## config.mk

```make
export PLATFORM = sky130hd
export DESIGN_NAME = prs_word_packer
export DESIGN_NICKNAME = d
export VERILOG_FILES = /design/src/rtl/prs_word_packer.sv
export SDC_FILE = /design/constraint.sdc
export NUM_CORES = 1
export LEC_CHECK = 0
export CAP_MARGIN = 20
export CORE_MARGIN = 10
export CORE_UTILIZATION = 60
export DETAILED_ROUTE_END_ITERATION = 6
export PLACE_DENSITY = 0.92
export SLEW_MARGIN = 20
export SYNTH_ARGS = -nofsm -noshare
export SYNTH_HDL_FRONTEND = slang
export SYNTH_SLANG_ARGS = --single-unit
export TNS_END_PERCENT = 20
```

## constraint.sdc

```tcl
create_clock -name clk -period 3.6 [get_ports clk]
set_input_delay 0.72 -clock clk [delete_from_list [all_inputs] [get_ports clk]]
set_output_delay 0.72 -clock clk [all_outputs]
set_load 0.01 [all_outputs]
```

## src/rtl/prs_word_packer.sv

```systemverilog
// prs_word_packer
//   Packs qualified serial PRS bits into WIDTH-bit words, tags each word with
//   its ones-count, and buffers the words in a DEPTH-entry show-ahead FIFO
//   behind a valid/ready handshake.
//
// Ports
//   clk        system clock, rising edge
//   rst        asynchronous active-low reset
//   in_bit     serial PRS bit
//   in_en      in_bit qualifier; a bit is consumed only when in_en=1
//   clear      synchronous flush of packer, FIFO and overflow flag
//   out_data   FIFO head word (0 while out_valid=0)
//   out_ones   popcount of head word (0 while out_valid=0)
//   out_valid  FIFO non-empty
//   out_ready  consumer accepts head word
//   level      FIFO occupancy, 0..DEPTH
//   overflow   sticky; a completed word was dropped because the FIFO was full
module prs_word_packer #(
    parameter int WIDTH     = 16,
    parameter int DEPTH     = 4,
    parameter bit MSB_FIRST = 1'b1
) (
    input  logic                      clk,
    input  logic                      rst,
    input  logic                      in_bit,
    input  logic                      in_en,
    input  logic                      clear,
    output logic [WIDTH-1:0]          out_data,
    output logic [$clog2(WIDTH):0]    out_ones,
    output logic                      out_valid,
    input  logic                      out_ready,
    output logic [$clog2(DEPTH):0]    level,
    output logic                      overflow
);

    localparam int CW = $clog2(WIDTH);
    localparam int OW = CW + 1;
    localparam int AW = $clog2(DEPTH);
    localparam int LW = AW + 1;

    logic [WIDTH-1:0] sr_q, sr_d;
    logic [OW-1:0]    acc_q, acc_d;
    logic [CW-1:0]    bcnt_q, bcnt_d;
    logic [AW-1:0]    rd_ptr_q, rd_ptr_d;
    logic [AW-1:0]    wr_ptr_q, wr_ptr_d;
    logic [LW-1:0]    level_q, level_d;
    logic             ovf_q, ovf_d;

    logic [WIDTH-1:0] mem_q  [DEPTH];
    logic [OW-1:0]    ones_q [DEPTH];

    logic [WIDTH-1:0] sr_shift;
    logic [OW-1:0]    acc_next;
    logic             word_done;
    logic             full;
    logic             pop;
    logic             push;
    logic             drop;

    always_comb begin
        if (MSB_FIRST) begin
            sr_shift = {sr_q[WIDTH-2:0], in_bit};
        end else begin
            sr_shift = {in_bit, sr_q[WIDTH-1:1]};
        end
        acc_next  = acc_q + {{(OW-1){1'b0}}, in_bit};
        word_done = in_en && (bcnt_q == CW'(WIDTH - 1));
        full      = (level_q == LW'(DEPTH));
        out_valid = (level_q != '0);
        // A pop on the same edge frees the slot, so a full FIFO still accepts.
        pop       = out_valid && out_ready && !clear;
        push      = word_done && (!full || pop) && !clear;
        drop      = word_done && full && !pop && !clear;
    end

    always_comb begin
        sr_d     = sr_q;
        acc_d    = acc_q;
        bcnt_d   = bcnt_q;
        rd_ptr_d = rd_ptr_q;
        wr_ptr_d = wr_ptr_q;
        level_d  = level_q;
        ovf_d    = ovf_q;
        if (clear) begin
            sr_d     = '0;
            acc_d    = '0;
            bcnt_d   = '0;
            rd_ptr_d = '0;
            wr_ptr_d = '0;
            level_d  = '0;
            ovf_d    = 1'b0;
        end else begin
            if (in_en) begin
                sr_d = sr_shift;
                if (word_done) begin
                    acc_d  = '0;
                    bcnt_d = '0;
                end else begin
                    acc_d  = acc_next;
                    bcnt_d = bcnt_q + 1'b1;
                end
            end
            if (pop) begin
                rd_ptr_d = rd_ptr_q + 1'b1;
            end
            if (push) begin
                wr_ptr_d = wr_ptr_q + 1'b1;
            end
            if (push && !pop) begin
                level_d = level_q + 1'b1;
            end else if (pop && !push) begin
                level_d = level_q - 1'b1;
            end
            if (drop) begin
                ovf_d = 1'b1;
            end
        end
    end

    always_ff @(posedge clk or negedge rst) begin
        if (!rst) begin
            sr_q     <= '0;
            acc_q    <= '0;
            bcnt_q   <= '0;
            rd_ptr_q <= '0;
            wr_ptr_q <= '0;
            level_q  <= '0;
            ovf_q    <= 1'b0;
        end else begin
            sr_q     <= sr_d;
            acc_q    <= acc_d;
            bcnt_q   <= bcnt_d;
            rd_ptr_q <= rd_ptr_d;
            wr_ptr_q <= wr_ptr_d;
            level_q  <= level_d;
            ovf_q    <= ovf_d;
        end
    end

    // Storage needs no reset: entries are only visible when counted by level.
    always_ff @(posedge clk) begin
        if (push) begin
            mem_q[wr_ptr_q]  <= sr_shift;
            ones_q[wr_ptr_q] <= acc_next;
        end
    end

    always_comb begin
        out_data = out_valid ? mem_q[rd_ptr_q]  : '0;
        out_ones = out_valid ? ones_q[rd_ptr_q] : '0;
        level    = level_q;
        overflow = ovf_q;
    end

endmodule

```

==> results.toml <==
[cts]
ctsRootBufferMaster = "clkbuf_8"
clk_path_buf_depth = 2
clk_pin_slew_ns = 0.05
cts.sinks = 116
cts_tree = "yes"
cts_buffers = 17
cts_resized = 0
clkLatencyLatePin_ns = 0.52
cts-htree-levels = 4
cts_hold_buf = 0
cts_setup_buffers = 0

[layout]
nets = 348
drive_gt1_frac = 0.199
antenna_cells = 0
stdcell_area_um2 = 5900
areaGrowthSynthToFinish_pct = 21.0

[synthesis]
synth_nets = 302
yosysWarnings = 0
synth_edf_count = 84
synthArstFlopShare = 0.276
seq_area_frac_synth = 0.682
synth_top_area_cell = "edfxtp_1"
synth_top_area_frac = 0.517
synth.area.top_cells = "edfxtp_1 (52%), dfrtp_1 (16%), mux4_2 (9.7%)"
syn_area_um2 = 4870
ys_types = 39
syn-instance-count = 288
ys.flop_type = "edfxtp_1"
synth_seq_cells = 116
syn_area_per_cell_um2 = 16.9

[sta]
worst_slack_ns = 0.299
tightest_slew_ns = 0.782
period_needed_ns = 3.30
final-setup-viol-count = 0
skew_ns = 0.00876
hold_violations = 0
rsz0062_at_grt = "false"
fin_setup_tns_ns = 0
worst_hold_slack_ns = 0.505
fmax_mhz = 303
slew_viol_final = 0
relSlewSlack = 0.479
finalCritPeriodShare = 0.917

[route]
vias_per_cell = 5.90
first_iter_violations = 164
dr.pass1.iters = 4
ant_nets = 0
drc = 0
vias = 2650
detail_route.wl_per_cell_um = 21.1
wl_um = 9460

[worst_setup_path]
critPathMaxStageDelay_ns = 0.76
worstSetupStartpoint = "level[1]"
required_ns = 2.88
worstSetupPathType = "reg -> out"
startpoint_type = "register"
crit_fanout = 25
end_kind = "output port"
cp_slowest_cell = "or3_1"
cp_top_family = "simple AND/OR/NAND/NOR gates"
rr_startpoint = "level[1]"
worstPathCellList = "or3_1, and2_1, clkdlybuf4s50_1"
crit_buf_inv = 1
worstPathArrival_ns = 2.58

[min_path]
worstHoldPathType = "reg -> reg"
holdCritStartpoint = "acc_q[0]"

[pwr]
power.density_nw_per_um2 = 554
total_power_mw = 3.27
ir_drop_v = 0.000449
p_leak_nw = 2.20

[placed_design]
port-buffer-count = 31
place_ws_ns = 0.472
placed_cell_area_um2 = 5270
hpwl_um = 4940
gp_congestion = 0.716

[grt]
grt_pass1_wl_um = 15200
antenna_found_initial = 0
grt-ovfl-total = 0
grt_max_degree = 33
grt_pass1_vias = 2774
grt_use_total = 0.169

[die]
core-area_um2 = 7810
chipHeight_um = 110
die_area_um2 = 12100
initial_core_util = 0.624
io_pins = 32
num_rows = 32
die_x_um = 110

[run]
max_cap_viol_count = 0

[outcome]
status = "completed"
## stage by stage
step                      cells  utilization
final                       449        0.756
after global placement      417        0.675
after CTS                   449        0.756
after global routing        449        0.756
after floorplan             288            -
after detailed placement    417        0.675
## synthesized netlist by cell type, types with 2 or more instances
master / instances
or3_1: 2
buf_2: 5
nand2b_1: 2
clkbuf_1: 2
mux4_2: 21
buf_12: 2
a21o_1: 3
and2_1: 25
buf_6: 4
and2_2: 2
edfxtp_1: 84
inv_1: 5
nor2_1: 28
a22o_1: 4
xor2_1: 4
ha_1: 7
mux2i_1: 18
xnor2_1: 5
dfrtp_1: 32
nand2_1: 3
nand3_1: 6
a21oi_1: 5
a31oi_1: 3
## cell usage in the layout (no fill, tap or decap), types with 3 or more instances in the layout
cell type / instances
edfxtp_1: 84
dfrtp_1: 32
clkdlybuf4s50_1: 31
nor2_1: 28
and2_1: 25
mux4_2: 21
mux2i_1: 18
clkbuf_16: 16
buf_4: 11
ha_1: 7
nand3_1: 6
inv_1: 5
xnor2_1: 5
a21oi_1: 5
bufinv_16: 5
xor2_1: 4
a22o_1: 4
a31oi_1: 3
nand2_1: 3
a21o_1: 3
## cell families after synthesis
| kind of cell | count (synthesis) | share of synthesized area |
|---|---|---|
| muxes | 40 | 0.136 |
| AOI/OAI and AO/OA | 19 | 0.0300 |
| and+or+nand+nor | 75 | 0.0806 |
| DFF | 116 | 0.682 |
| adders and majority gates | 8 | 0.0221 |
| xor gates and xnor gates | 9 | 0.0162 |
| buffers and inverters | 21 | 0.0331 |
## worst register-to-register path: stages, from the launching register on
cell and delay (ns):
dfrtp_1 0.53, or3_1 0.69, nand2_2 0.16, and2_1 0.19
fa_1 0.42, or3_1 0.39, a31oi_1 0.18, a21oi_1 0.08
## per-layer routing
layer,vias up,track usage,wire [um]
met5,-,0,0
met4,0,0.0927,296
met3,25,0.0459,561
met2,93,0.276,4780
met1,1354,0.201,3820
li1,1178,-,-
## registers in the layout, indices dropped and copies added, names as in the netlist
register / cells
acc_q: 5
bcnt_q: 4
level: 3
mem_q: 64
ones_q: 20
overflow: 1
rd_ptr_q: 2
sr_q: 15
wr_ptr_q: 2
## power by group
group / switching, mW / internal, mW
combinational: 0.0337 / 0.0205
sequential: 0.00512 / 1.43
clock: 0.591 / 1.19
total: 0.630 / 2.64
## path summary, 6_finish.rpt
kind	slack, ns	depth (start not counted)	endpoint
min in group asynchronous	0.61	2	acc_q[4]
setup / recovery	0.30	3	out_ones[1]
max in group asynchronous	2.67	2	sr_q[14]
hold reg to reg	0.51	1	acc_q[0]
hold / removal	0.51	1	acc_q[0]
setup reg to reg	0.85	7	level[2]
## final cells by class
cell class	count	area, um^2
clock buffers	18	418
clock inverters	14	209
fillers	453	1910
inverters	5	18.8
multi-input cells	151	1390
flip-flops and latches	116	3320
well taps	102	128
repair buffers	43	413
(Power assumes the default switching activity.)
